### src/rtl/id_v2_pkg.sv
// Shared decode constants, control struct and the instruction decoder for id_stage_v2.
package id_v2_pkg;

  typedef enum logic {ST_RUN, ST_HOLD} state_t;

  // ALU codes; branch codes are contiguous so EX can recognise them as a group
  localparam logic [4:0] alu_add  = 5'b00000;
  localparam logic [4:0] alu_addu = 5'b00001;
  localparam logic [4:0] alu_sub  = 5'b00010;
  localparam logic [4:0] alu_subu = 5'b00011;
  localparam logic [4:0] alu_and  = 5'b00100;
  localparam logic [4:0] alu_or   = 5'b00101;
  localparam logic [4:0] alu_xor  = 5'b00110;
  localparam logic [4:0] alu_nor  = 5'b00111;
  localparam logic [4:0] alu_slt  = 5'b01000;
  localparam logic [4:0] alu_sltu = 5'b01001;
  localparam logic [4:0] alu_beq  = 5'b01010;
  localparam logic [4:0] alu_bne  = 5'b01011;
  localparam logic [4:0] alu_bgez = 5'b01100;
  localparam logic [4:0] alu_bgtz = 5'b01101;
  localparam logic [4:0] alu_blez = 5'b01110;
  localparam logic [4:0] alu_bltz = 5'b01111;
  localparam logic [4:0] alu_sll  = 5'b10000;
  localparam logic [4:0] alu_srl  = 5'b10001;
  localparam logic [4:0] alu_sra  = 5'b10010;
  localparam logic [4:0] alu_lui  = 5'b10011;

  localparam logic [5:0] OP_RTYPE = 6'h00, OP_REGIMM = 6'h01, OP_J     = 6'h02;
  localparam logic [5:0] OP_BEQ   = 6'h04, OP_BNE    = 6'h05, OP_BLEZ  = 6'h06;
  localparam logic [5:0] OP_BGTZ  = 6'h07, OP_ADDI   = 6'h08, OP_ADDIU = 6'h09;
  localparam logic [5:0] OP_SLTI  = 6'h0a, OP_SLTIU  = 6'h0b, OP_ANDI  = 6'h0c;
  localparam logic [5:0] OP_ORI   = 6'h0d, OP_XORI   = 6'h0e, OP_LUI   = 6'h0f;
  localparam logic [5:0] OP_LW    = 6'h23, OP_SW     = 6'h2b;

  localparam logic [5:0] FN_SLL = 6'h00, FN_SRL  = 6'h02, FN_SRA = 6'h03, FN_JR  = 6'h08;
  localparam logic [5:0] FN_ADD = 6'h20, FN_ADDU = 6'h21, FN_SUB = 6'h22, FN_SUBU = 6'h23;
  localparam logic [5:0] FN_AND = 6'h24, FN_OR   = 6'h25, FN_XOR = 6'h26, FN_NOR  = 6'h27;
  localparam logic [5:0] FN_SLT = 6'h2a, FN_SLTU = 6'h2b;

  typedef struct packed {
    logic       valid;
    logic       memtoreg;
    logic       regwrite;
    logic       memwrite;
    logic       memread;
    logic       alusrca;
    logic       alusrcb;
    logic       regdst;
    logic [4:0] alucode;
  } ctrl_t;

  function automatic ctrl_t imm_ctrl(input logic [4:0] code);
    ctrl_t c;
    c = '0;
    c.regwrite = 1'b1;
    c.alusrcb  = 1'b1;
    c.alucode  = code;
    return c;
  endfunction

  // valid is left 0 here; the stage owns it. Unknown encodings give all-zero control.
  function automatic ctrl_t decode(input logic [31:0] ins);
    ctrl_t c;
    c = '0;
    case (ins[31:26])
      OP_RTYPE: begin
        c.regwrite = 1'b1;
        c.regdst   = 1'b1;
        case (ins[5:0])
          FN_ADD:  c.alucode = alu_add;
          FN_ADDU: c.alucode = alu_addu;
          FN_SUB:  c.alucode = alu_sub;
          FN_SUBU: c.alucode = alu_subu;
          FN_AND:  c.alucode = alu_and;
          FN_OR:   c.alucode = alu_or;
          FN_XOR:  c.alucode = alu_xor;
          FN_NOR:  c.alucode = alu_nor;
          FN_SLT:  c.alucode = alu_slt;
          FN_SLTU: c.alucode = alu_sltu;
          FN_SLL:  begin c.alucode = alu_sll; c.alusrca = 1'b1; end
          FN_SRL:  begin c.alucode = alu_srl; c.alusrca = 1'b1; end
          FN_SRA:  begin c.alucode = alu_sra; c.alusrca = 1'b1; end
          default: c = '0;  // jr and unknown functs write nothing
        endcase
      end
      OP_ADDI:  c = imm_ctrl(alu_add);
      OP_ADDIU: c = imm_ctrl(alu_addu);
      OP_SLTI:  c = imm_ctrl(alu_slt);
      OP_SLTIU: c = imm_ctrl(alu_sltu);
      OP_ANDI:  c = imm_ctrl(alu_and);
      OP_ORI:   c = imm_ctrl(alu_or);
      OP_XORI:  c = imm_ctrl(alu_xor);
      OP_LUI:   c = imm_ctrl(alu_lui);
      OP_LW: begin
        c = imm_ctrl(alu_add);
        c.memread  = 1'b1;
        c.memtoreg = 1'b1;
      end
      OP_SW: begin
        c.memwrite = 1'b1;
        c.alusrcb  = 1'b1;
        c.alucode  = alu_add;
      end
      OP_BEQ:  c.alucode = alu_beq;
      OP_BNE:  c.alucode = alu_bne;
      OP_BLEZ: c.alucode = alu_blez;
      OP_BGTZ: c.alucode = alu_bgtz;
      OP_REGIMM: begin
        case (ins[20:16])
          5'd0:    c.alucode = alu_bltz;
          5'd1:    c.alucode = alu_bgez;
          default: c = '0;
        endcase
      end
      default: c = '0;
    endcase
    return c;
  endfunction

endpackage

### src/rtl/id_v2_regfile.sv
// NREG x XLEN register file, two combinational read ports, $0 hard-wired to zero.
// Build option ID_BYPASS_EN: a same-cycle WB write is forwarded to matching reads.
module id_v2_regfile #(
  parameter  int XLEN = 32,
  parameter  int NREG = 32,
  localparam int AW   = $clog2(NREG)
) (
  input  logic            clk,
  input  logic            i_we,
  input  logic [AW-1:0]   i_waddr,
  input  logic [XLEN-1:0] i_wdata,
  input  logic [AW-1:0]   i_raddr_a,
  input  logic [AW-1:0]   i_raddr_b,
  output logic [XLEN-1:0] o_rdata_a,
  output logic [XLEN-1:0] o_rdata_b
);

  logic [XLEN-1:0] r_mem [NREG];
  logic            w_byp_a, w_byp_b;

  // Storage is deliberately not reset; $0 is never written
  always_ff @(posedge clk) begin
    if (i_we && (i_waddr != '0)) r_mem[i_waddr] <= i_wdata;
  end

`ifdef ID_BYPASS_EN
  assign w_byp_a = i_we && (i_waddr != '0) && (i_waddr == i_raddr_a);
  assign w_byp_b = i_we && (i_waddr != '0) && (i_waddr == i_raddr_b);
`else
  assign w_byp_a = 1'b0;
  assign w_byp_b = 1'b0;
`endif

  assign o_rdata_a = (i_raddr_a == '0) ? '0 : w_byp_a ? i_wdata : r_mem[i_raddr_a];
  assign o_rdata_b = (i_raddr_b == '0) ? '0 : w_byp_b ? i_wdata : r_mem[i_raddr_b];

endmodule

### src/rtl/id_stage_v2.sv
// MIPS decode stage: decode, register file, load-use stall FSM, branch/J/JR
// resolution and a registered ID/EX boundary.
// Build option ID_BYPASS_EN: WB-to-ID forwarding; without it a WB match stalls one cycle.
module id_stage_v2
  import id_v2_pkg::*;
#(
  parameter  int XLEN     = 32,
  parameter  int NREG     = 32,
  parameter  int LOAD_LAT = 1,
  localparam int AW       = $clog2(NREG)
) (
  input  logic            clk,
  input  logic            rst_n,
  input  logic [31:0]     instr_id,
  input  logic [XLEN-1:0] next_pc_id,
  input  logic            valid_id,
  input  logic            wb_we,
  input  logic [AW-1:0]   wb_addr,
  input  logic [XLEN-1:0] wb_data,
  input  logic            ex_memread,
  input  logic [AW-1:0]   ex_waddr,
  output logic            pc_if_write,
  output logic            redirect,
  output logic [XLEN-1:0] redirect_addr,
  output logic            flush_if,
  output logic            valid_ex,
  output logic            memtoreg_ex,
  output logic            regwrite_ex,
  output logic            memwrite_ex,
  output logic            memread_ex,
  output logic            alusrca_ex,
  output logic            alusrcb_ex,
  output logic            regdst_ex,
  output logic [4:0]      alucode_ex,
  output logic [XLEN-1:0] rs_data_ex,
  output logic [XLEN-1:0] rt_data_ex,
  output logic [XLEN-1:0] imm_ex,
  output logic [XLEN-1:0] sa_ex,
  output logic [AW-1:0]   rs_addr_ex,
  output logic [AW-1:0]   rt_addr_ex,
  output logic [AW-1:0]   rd_addr_ex
);

  logic [AW-1:0]   w_rs, w_rt, w_rd;
  logic [XLEN-1:0] w_rs_val, w_rt_val, w_imm, w_sa, w_br_tgt, w_j_tgt;
  logic            w_ld_haz, w_wb_haz, w_stall, w_taken, w_is_j, w_is_jr, w_rs_neg, w_rs_zero;
  ctrl_t           w_dec, r_ctrl;
  state_t          r_state, w_nstate;
  logic [2:0]      r_stall_cnt, w_ncnt;
  logic [XLEN-1:0] r_rs_data, r_rt_data, r_imm, r_sa;
  logic [AW-1:0]   r_rs_addr, r_rt_addr, r_rd_addr;

  assign w_rs    = AW'(instr_id[25:21]);
  assign w_rt    = AW'(instr_id[20:16]);
  assign w_rd    = AW'(instr_id[15:11]);
  assign w_imm   = {{(XLEN-16){instr_id[15]}}, instr_id[15:0]};
  assign w_sa    = {{(XLEN-5){1'b0}}, instr_id[10:6]};
  assign w_is_j  = (instr_id[31:26] == OP_J);
  assign w_is_jr = (instr_id[31:26] == OP_RTYPE) && (instr_id[5:0] == FN_JR);

  id_v2_regfile #(.XLEN(XLEN), .NREG(NREG)) u_rf (
    .clk       (clk),
    .i_we      (wb_we),
    .i_waddr   (wb_addr),
    .i_wdata   (wb_data),
    .i_raddr_a (w_rs),
    .i_raddr_b (w_rt),
    .o_rdata_a (w_rs_val),
    .o_rdata_b (w_rt_val)
  );

  assign w_ld_haz = valid_id && ex_memread && (ex_waddr != '0) &&
                    ((ex_waddr == w_rs) || (ex_waddr == w_rt));
`ifdef ID_BYPASS_EN
  assign w_wb_haz = 1'b0;
`else
  // No forwarding: wait one cycle for the write to land in the array
  assign w_wb_haz = valid_id && wb_we && (wb_addr != '0) &&
                    ((wb_addr == w_rs) || (wb_addr == w_rt));
`endif

  // Bubbles carry no control so nothing downstream can act on them
  always_comb begin
    w_dec       = decode(instr_id);
    w_dec.valid = 1'b1;
    if (!valid_id) w_dec = '0;
  end

  // Stall FSM next state: only a load hazard holds beyond the first cycle
  always_comb begin
    w_nstate = r_state;
    w_ncnt   = r_stall_cnt;
    w_stall  = 1'b0;
    case (r_state)
      ST_RUN: begin
        if (w_ld_haz || w_wb_haz) begin
          w_stall = 1'b1;
          if (w_ld_haz && (LOAD_LAT > 1)) begin
            w_nstate = ST_HOLD;
            w_ncnt   = 3'(LOAD_LAT - 1);
          end
        end
      end
      ST_HOLD: begin
        w_stall = 1'b1;
        w_ncnt  = r_stall_cnt - 3'd1;
        if (r_stall_cnt <= 3'd1) w_nstate = ST_RUN;
      end
      default: w_nstate = ST_RUN;
    endcase
  end

  // Stall FSM state register
  always_ff @(posedge clk or negedge rst_n) begin
    if (!rst_n) begin
      r_state     <= ST_RUN;
      r_stall_cnt <= 3'd0;
    end else begin
      r_state     <= w_nstate;
      r_stall_cnt <= w_ncnt;
    end
  end

  assign w_rs_neg  = w_rs_val[XLEN-1];
  assign w_rs_zero = (w_rs_val == '0);

  // Branch condition on post-bypass operands; J/JR are unconditional
  always_comb begin
    case (w_dec.alucode)
      alu_beq:  w_taken = (w_rs_val == w_rt_val);
      alu_bne:  w_taken = (w_rs_val != w_rt_val);
      alu_bgez: w_taken = !w_rs_neg;
      alu_bgtz: w_taken = !w_rs_neg && !w_rs_zero;
      alu_blez: w_taken = w_rs_neg || w_rs_zero;
      alu_bltz: w_taken = w_rs_neg;
      default:  w_taken = 1'b0;
    endcase
    if (w_is_j || w_is_jr) w_taken = 1'b1;
  end

  assign w_br_tgt      = next_pc_id + (w_imm << 2);
  assign w_j_tgt       = {next_pc_id[XLEN-1:28], instr_id[25:0], 2'b00};
  assign redirect      = valid_id && w_taken && !w_stall;
  assign redirect_addr = w_is_jr ? w_rs_val : (w_is_j ? w_j_tgt : w_br_tgt);
  assign flush_if      = redirect;
  assign pc_if_write   = !w_stall;

  // ID/EX register: a stall injects a bubble in place of the held instruction
  always_ff @(posedge clk or negedge rst_n) begin
    if (!rst_n) begin
      r_ctrl    <= '0;
      r_rs_data <= '0;
      r_rt_data <= '0;
      r_imm     <= '0;
      r_sa      <= '0;
      r_rs_addr <= '0;
      r_rt_addr <= '0;
      r_rd_addr <= '0;
    end else begin
      r_ctrl    <= w_stall ? '0 : w_dec;
      r_rs_data <= w_rs_val;
      r_rt_data <= w_rt_val;
      r_imm     <= w_imm;
      r_sa      <= w_sa;
      r_rs_addr <= w_rs;
      r_rt_addr <= w_rt;
      r_rd_addr <= w_rd;
    end
  end

  assign valid_ex    = r_ctrl.valid;
  assign memtoreg_ex = r_ctrl.memtoreg;
  assign regwrite_ex = r_ctrl.regwrite;
  assign memwrite_ex = r_ctrl.memwrite;
  assign memread_ex  = r_ctrl.memread;
  assign alusrca_ex  = r_ctrl.alusrca;
  assign alusrcb_ex  = r_ctrl.alusrcb;
  assign regdst_ex   = r_ctrl.regdst;
  assign alucode_ex  = r_ctrl.alucode;
  assign rs_data_ex  = r_rs_data;
  assign rt_data_ex  = r_rt_data;
  assign imm_ex      = r_imm;
  assign sa_ex       = r_sa;
  assign rs_addr_ex  = r_rs_addr;
  assign rt_addr_ex  = r_rt_addr;
  assign rd_addr_ex  = r_rd_addr;

endmodule

### config.mk
export PLATFORM = sky130hd
export DESIGN_NAME = id_stage_v2
export DESIGN_NICKNAME = d
export VERILOG_FILES = /design/src/rtl/id_v2_pkg.sv /design/src/rtl/id_v2_regfile.sv /design/src/rtl/id_stage_v2.sv
export SDC_FILE = /design/constraint.sdc
export NUM_CORES = 1
export LEC_CHECK = 0
export CAP_MARGIN = 40
export CORE_ASPECT_RATIO = 1.4
export CORE_MARGIN = 4
export CORE_UTILIZATION = 47
export DETAILED_ROUTE_END_ITERATION = 16
export PLACE_DENSITY = 0.64
export SYNTH_ARGS = -nofsm -noshare
export SYNTH_HDL_FRONTEND = slang
export SYNTH_SLANG_ARGS = --single-unit
### constraint.sdc
create_clock -name clk -period 11.55 [get_ports clk]
set_input_delay 1.7325 -clock clk [delete_from_list [all_inputs] [get_ports clk]]
set_output_delay 1.7325 -clock clk [all_outputs]
set_load 0.05 [all_outputs]
==> metrics.cfg, run 1 <==
[global_route]
grt-ovfl-total = 0
grt_pass1_vias = 34070
antenna_found_initial = 4
track_usage_pct = 29.7
grt_pass1_wl_mm = 253
grt_max_degree = 94

[clock_network]
cts-root-buf = clkbuf_16
hold_buffers = 0
cts.sinks = 1131
numCtsBuffers = 106
clockBufferDepth = 3
clk_pin_slew_ps = 60
postCtsSetupBuffers = 0
cts_tree = built
h-tree-depth = 3
clk_latency_ps = 710
cts_resized = 0

[power_and_ir_drop]
p_leak_nw = 20.6
clkPwrFrac_pct = 36.3
cellInternalPower_w = 0.00692
ir_worst_vdd_mv = 0.126
p_sw_w = 0.00248
p_comb_share_pct = 14.8
p_per_area_mw_per_mm2 = 152
seq_power_share_pct = 48.8
finalPower_w = 0.00940
swShare_pct = 26.4

[routing]
drt.antenna.violating_nets = 0
vias_per_cell = 6.87
vias = 33379
firstDrtPassIters = 5
drt_iter0_drc = 4561
drcViolationCount = 0
wirelength_mm = 180
wl_per_cell_um = 37.1

[die]
fp-row-count = 146
core_mm2 = 0.113
die-width_um = 294
initial_core_util_pct = 47.4
io_pins = 302
die_area_mm2 = 0.120
die_h_um = 408

[synth]
synth-edff-count = 1024
ys_async_sr_fraction_pct = 9.46
synth_seq_cells = 1131
ys_warn_count = 0
yosys.cell_types.count = 71
avgSynthCellArea_um2 = 17.9
yosysSeqAreaShare_pct = 62.3
synthesis.area_mm2 = 0.0537
synthCells = 2992
synth_flop_cell = edfxtp_1

[worst_setup_path]
crit_start = instr_id[24]
crit_arrival_ps = 8290
slowest_stage = clkdlybuf4s50_1
cp-end-kind = output pin
cp-start-kind = input pin
critical_path_class = input pin to output pin
cp_max_fo = 34
required_ps = 9820
crit_chain = clkdlybuf4s50_1, buf_4, and2_4, buf_4, a22o_1, a211o_1, nand3_1, xor2_1, nor4_1, nand3b_1, or4b_1, nand3_1, a22o_1, clkdlybuf4s50_1
critical_path.max_stage_delay_ps = 940
rr_startpoint = u_rf.r_mem[11][24]$_DFFE_PP_

[timing]
fin_skew_ps = 32.8
setup_viol = 0
setup_ws_ps = 1530
slew_headroom_pct = 32.3
finalSetupTns_ps = 0
min_period_ps = 10020
period_share_pct = 86.8
hold_viol_final = 0
clock.fmax_ghz = 0.0998
slew_viol_final = 0
rsz0062_at_grt = false
worst_pin_slew_ps = 1020

[cells_and_area]
area_growth_pct = 15.5
final_core_util_pct = 54.7
finalInstanceArea_mm2 = 0.0620
drive_above_1_share_pct = 25.6
fin_nets = 3431

[hold_path]
hold_class = flop to flop
min_from = r_stall_cnt[0]$_DFFE_PN0P_

[place]
post-dp-hpwl_mm = 107
numPortBuffers = 274
pre_cts_ws_ps = 1730
gp_congestion = 0.892
placed_area_mm2 = 0.0584

[run_status]
outcome = completed

[flow_run]
max_cap_viol_count = 0

==> through the flow <==
step	hold WS [ps]	instances
3_5_place_dp	492	4642
5_1_grt	515	4857
3_3_place_gp	460	4616
6_report	498	4860
4_1_cts	504	4839
2_1_floorplan	445	3050
==> cell usage in the layout, fill, tap and decap left out, types with 43 or more instances in the layout <==
| cell type | instances |
|---|---|
| a21oi_1 | 87 |
| nand3_1 | 57 |
| mux2i_1 | 101 |
| mux4_2 | 485 |
| buf_4 | 71 |
| mux2_2 | 53 |
| clkdlybuf4s50_1 | 265 |
| inv_1 | 50 |
| a221oi_1 | 43 |
| nand2_1 | 112 |
| dfrtp_1 | 107 |
| xnor2_1 | 49 |
| conb_1 | 59 |
| edfxtp_1 | 1024 |
| nor2_1 | 71 |
| clkbuf_16 | 108 |
==> layout make-up <==
cell class	instances	area [µm²]
diodes	3	7.51
clock buffers	142	2850
clock inverters	55	460
fillers	8797	51300
inverters	52	196
multi-input cells	1602	18900
flip-flops and latches	1131	33400
well taps	1480	1850
repair buffers	395	4260
==> cell usage after synthesis, types with 5 or more instances <==
library cell / instances / share of area [%]
mux4_2: 485 / 20
buf_1: 32 / 0.22
nor2_1: 94 / 0.66
buf_6: 19 / 0.40
or2_2: 5 / 0.058
o21ai_0: 25 / 0.23
o21a_1: 6 / 0.084
nand3_1: 57 / 0.53
clkbuf_1: 80 / 0.56
mux2_2: 53 / 1.1
nand4_1: 14 / 0.16
xnor2_1: 49 / 0.80
o221ai_1: 33 / 0.54
a211o_1: 28 / 0.46
o22ai_1: 22 / 0.26
edfxtp_1: 1024 / 57
a22oi_1: 41 / 0.57
mux2_1: 6 / 0.13
buf_4: 95 / 1.3
inv_1: 50 / 0.35
xor2_1: 30 / 0.49
and3_1: 7 / 0.082
ha_1: 31 / 0.72
buf_2: 35 / 0.33
a211oi_1: 31 / 0.43
mux2i_1: 101 / 1.9
nor4_1: 11 / 0.13
a21oi_1: 88 / 0.82
nand2b_1: 10 / 0.12
dfrtp_1: 107 / 5.0
a22o_1: 28 / 0.46
nor3_1: 28 / 0.26
o21bai_1: 5 / 0.070
a221oi_1: 43 / 0.70
nand3b_1: 9 / 0.13
nand2_1: 112 / 0.78
a31oi_1: 7 / 0.082
a21o_1: 18 / 0.25
nor2b_1: 11 / 0.13
==> state kept, by name, indices dropped and copies added, names as in the netlist, 3 cells and up <==
register	count
rt_data_ex	32
imm_ex	12
rs_data_ex	32
rt_addr_ex	5
alucode_ex	5
rd_addr_ex	4
rs_addr_ex	5
u_rf.r_mem	1024
r_stall_cnt	3
==> per-layer routing <==
metal / global-route usage (%) / vias to the layer above / routed length [µm]
met4: 17.6 / 2 / 12900
met5: 0 / - / 13
met3: 6.00 / 537 / 18200
li1: - / 12976 / -
met1: 36.9 / 17518 / 61900
met2: 48.7 / 2346 / 87300
==> power groups by stage <==
stage	logic (W)	clock network [W]	registers (W)
final	0.00140	0.00341	0.00459
after global routing	0.00144	0.00363	0.00460
after CTS	0.00137	0.00346	0.00459
after detailed placement	0.00137	0	0.00468
after global placement	0.00135	0	0.00467
after floorplan	0.000725	0	0.00479
==> worst paths after layout <==
| check | to | slack [ps] | cells past startpoint |
|---|---|---|---|
| worst max-delay path | redirect | 1530 | 14 |
| worst min-delay path | r_stall_cnt[0]$_DFFE_PN0P_ | 500 | 1 |
| worst max register to register | rs_data_ex[24]$_DFF_PN0_ | 9140 | 5 |
| worst min register to register | r_stall_cnt[0]$_DFFE_PN0P_ | 500 | 1 |
| max in group asynchronous | rt_data_ex[27]$_DFF_PN0_ | 9420 | 3 |
| min in group asynchronous | valid_ex$_DFF_PN0_ | 1010 | 1 |
==> kinds of logic (layout without fill, tap and decap cells) <==
| family | count (synthesis) | count (layout) | share of synthesized area, % |
|---|---|---|---|
| AO/OA/AOI/OAI | 400 | 400 | 5.37 |
| XOR/XNOR | 79 | 79 | 1.29 |
| adder cells (fa/ha/maj) | 32 | 32 | 0.760 |
| buffers and inverters | 317 | 644 | 3.31 |
| flip-flops | 1131 | 1131 | 62.3 |
| multiplexers | 646 | 646 | 23.5 |
| other | 1 | 62 | 0.00699 |
| AND/OR/NAND/NOR | 386 | 386 | 3.46 |
==> worst max-delay path, delay by kind of cell <==
kind / cells / cell delay (ps)
xor+xnor: 1 / 340
compound gates: 3 / 590
buf+inv: 4 / 2730
simple gates: 6 / 2770
Power figures use the tool's default switching activity.
==> inputs of run 2 (changes only) <==
ABC_CLOCK_PERIOD_IN_PS = 11550   (was default)
CTS_CLUSTER_SIZE = 14   (was default)
REMOVE_ABC_BUFFERS = 1   (was default)
==> metrics.cfg, run 2 (same netlist as run 1, synthesis figures left out) <==
[clock_network]
clockBufferDepth = 3  ; unchanged
cts_tree = built
clk_pin_slew_ps = 60  ; about the same
h-tree-depth = 3  ; unchanged
cts.sinks = 1131  ; unchanged
postCtsSetupBuffers = 0  ; unchanged
cts-root-buf = clkbuf_16
hold_buffers = 0  ; unchanged
numCtsBuffers = 108  ; +1.9%
clk_latency_ps = 740  ; +30 ps
cts_resized = 0  ; unchanged

[global_route]
grt_pass1_vias = 34164  ; +0.28%
grt_pass1_wl_mm = 257  ; +1.5%
grt_max_degree = 81  ; -14%
grt-ovfl-total = 0  ; unchanged
track_usage_pct = 30.5  ; +0.77 points
antenna_found_initial = 11  ; +7

[cells_and_area]
most-common-layout-cells = 1024 x edfxtp_1, 485 x mux4_2, 264 x clkdlybuf4s50_1
drive_above_1_share_pct = 27.0  ; +1.3 points
final_core_util_pct = 55.0  ; +0.32 points
largest_reg_flops = 1024  ; unchanged
fin_nets = 3463  ; +0.93%
final_common_cell = edfxtp_1
area_growth_pct = 16.2
multi_input_comb_area_mm2 = 0.0189  ; about the same
regArea_mm2 = 0.0334  ; unchanged
fillers = 8781  ; -0.18%
top_register = u_rf.r_mem

[die]
die_area_mm2 = 0.120  ; unchanged
die-width_um = 294  ; unchanged
fp-row-count = 146  ; unchanged
initial_core_util_pct = 47.4  ; unchanged
core_mm2 = 0.113  ; unchanged
io_pins = 302  ; unchanged
die_h_um = 408  ; unchanged

[timing]
slew_headroom_pct = 30.5  ; -1.8 points
rsz0062_at_grt = false
setup_viol = 0  ; unchanged
fin_skew_ps = 39.7  ; +6.84 ps
slew_viol_final = 0  ; unchanged
min_period_ps = 9620  ; -403 ps
hold-worst-slack_ps = 490  ; -7.70 ps
clock.fmax_ghz = 0.104  ; +4.2%
finalSetupTns_ps = 0  ; unchanged
worst_pin_slew_ps = 1040  ; +27.3 ps
period_share_pct = 83.3  ; -3.5 points
hold_viol_final = 0  ; unchanged

[worst_setup_path]
cp-end-kind = output pin
cp-start-kind = input pin
rr_startpoint = u_rf.r_mem[2][6]$_DFFE_PP_
cp_max_fo = 15  ; -56%
critical_path_class = input pin to output pin
crit_arrival_ps = 7890  ; -400 ps
required_ps = 9820  ; about the same
crit_start = instr_id[23]

[routing]
wl_per_cell_um = 37.5  ; +1.1%
firstDrtPassIters = 7  ; +2
drcViolationCount = 0  ; unchanged
wirelength_mm = 184  ; +1.9%
drt_iter0_drc = 4243  ; -7.0%
vias = 33425  ; +0.14%
vias_per_cell = 6.83  ; -0.62%
drt.antenna.violating_nets = 0  ; unchanged

[place]
post-dp-hpwl_mm = 119  ; +11%
gp_congestion = 0.938  ; +5.1%
numPortBuffers = 274  ; unchanged

[flow_run]
max_cap_viol_count = 0  ; unchanged

[power_and_ir_drop]
p_per_area_mw_per_mm2 = 155  ; +2.5%
ir_worst_vdd_mv = 0.122  ; -3.2%
p_leak_nw = 20.9  ; +1.2%

[run_status]
outcome = completed

[hold_path]
hold_class = flop to flop
min_from = r_stall_cnt[2]$_DFFE_PN0P_

-- run 2: changes by cell type in the layout (fill, tap and decap cells not counted), sizes merged, moves of 2 or more --
cell and delta:
diode +2, clkinv -2, inv -2, bufinv +6
buf +31, clkbuf +2
-- run 2: worst max-delay path, stage by stage --
cell and delay, ps:
clkdlybuf4s50_1 860, buf_4 360, buf_4 190, or3b_2 470
o22ai_1 170, a211o_1 310, o21ai_1 700, nand4_1 250
or4_1 570, nor4_2 600, mux2i_1 260, o21ai_1 80
a311oi_1 290, a22o_1 200, clkdlybuf4s50_1 810
-- run 2: per-layer routing --
metal | global-route usage [%] | routed length, µm | up-vias
li1 | - | - | 13032
met1 | 36.4 | 61500 | 17424
met2 | 50.0 | 89500 | 2367
met3 | 6.30 | 17600 | 596
met4 | 20.7 | 15000 | 6
met5 | 0 | 46 | -
-- run 2: final cells by class --
cell class / instances / share of cell area (%)
Timing Repair Buffer: 425 / 6.87
Antenna cell: 5 / 0.0201
Tap cell: 1480 / 2.97
Multi-Input combinational cell: 1602 / 30.4
Clock inverter: 58 / 0.995
Sequential cell: 1131 / 53.6
Inverter: 52 / 0.315
Clock buffer: 144 / 4.85
-- run 2: power by group --
group          leakage (nW)  switching, W  internal [W]  total, W
combinational          8.54      0.000913      0.000508   0.00142
clock                  1.78       0.00158       0.00210   0.00368
sequential             10.5     0.0000410       0.00455   0.00459
total                  20.9       0.00253       0.00716   0.00969
-- run 2: stage by stage --
step / setup WS [ps] / instance area, µm² / power (W) / instances
after floorplan: 3360 / 52300 / 0.00539 / 2785
after global placement: 2110 / 58100 / 0.00605 / 4649
after detailed placement: 2120 / 58500 / 0.00607 / 4676
after CTS: 2090 / 62100 / 0.00972 / 4878
after global routing: 1890 / 62300 / 0.00995 / 4895
final: 1930 / 62300 / 0.00969 / 4897
-- run 2: worst paths after layout --
| path | end | slack, ps | cells past startpoint |
|---|---|---|---|
| setup / recovery | flush_if | 1930 | 15 |
| setup reg to reg | rs_data_ex[6]$_DFF_PN0_ | 9070 | 4 |
| hold / removal | r_stall_cnt[2]$_DFFE_PN0P_ | 490 | 1 |
| hold reg to reg | r_stall_cnt[2]$_DFFE_PN0P_ | 490 | 1 |
| min in group asynchronous | rs_addr_ex[4]$_DFF_PN0_ | 990 | 1 |
| max in group asynchronous | rs_data_ex[24]$_DFF_PN0_ | 9290 | 2 |
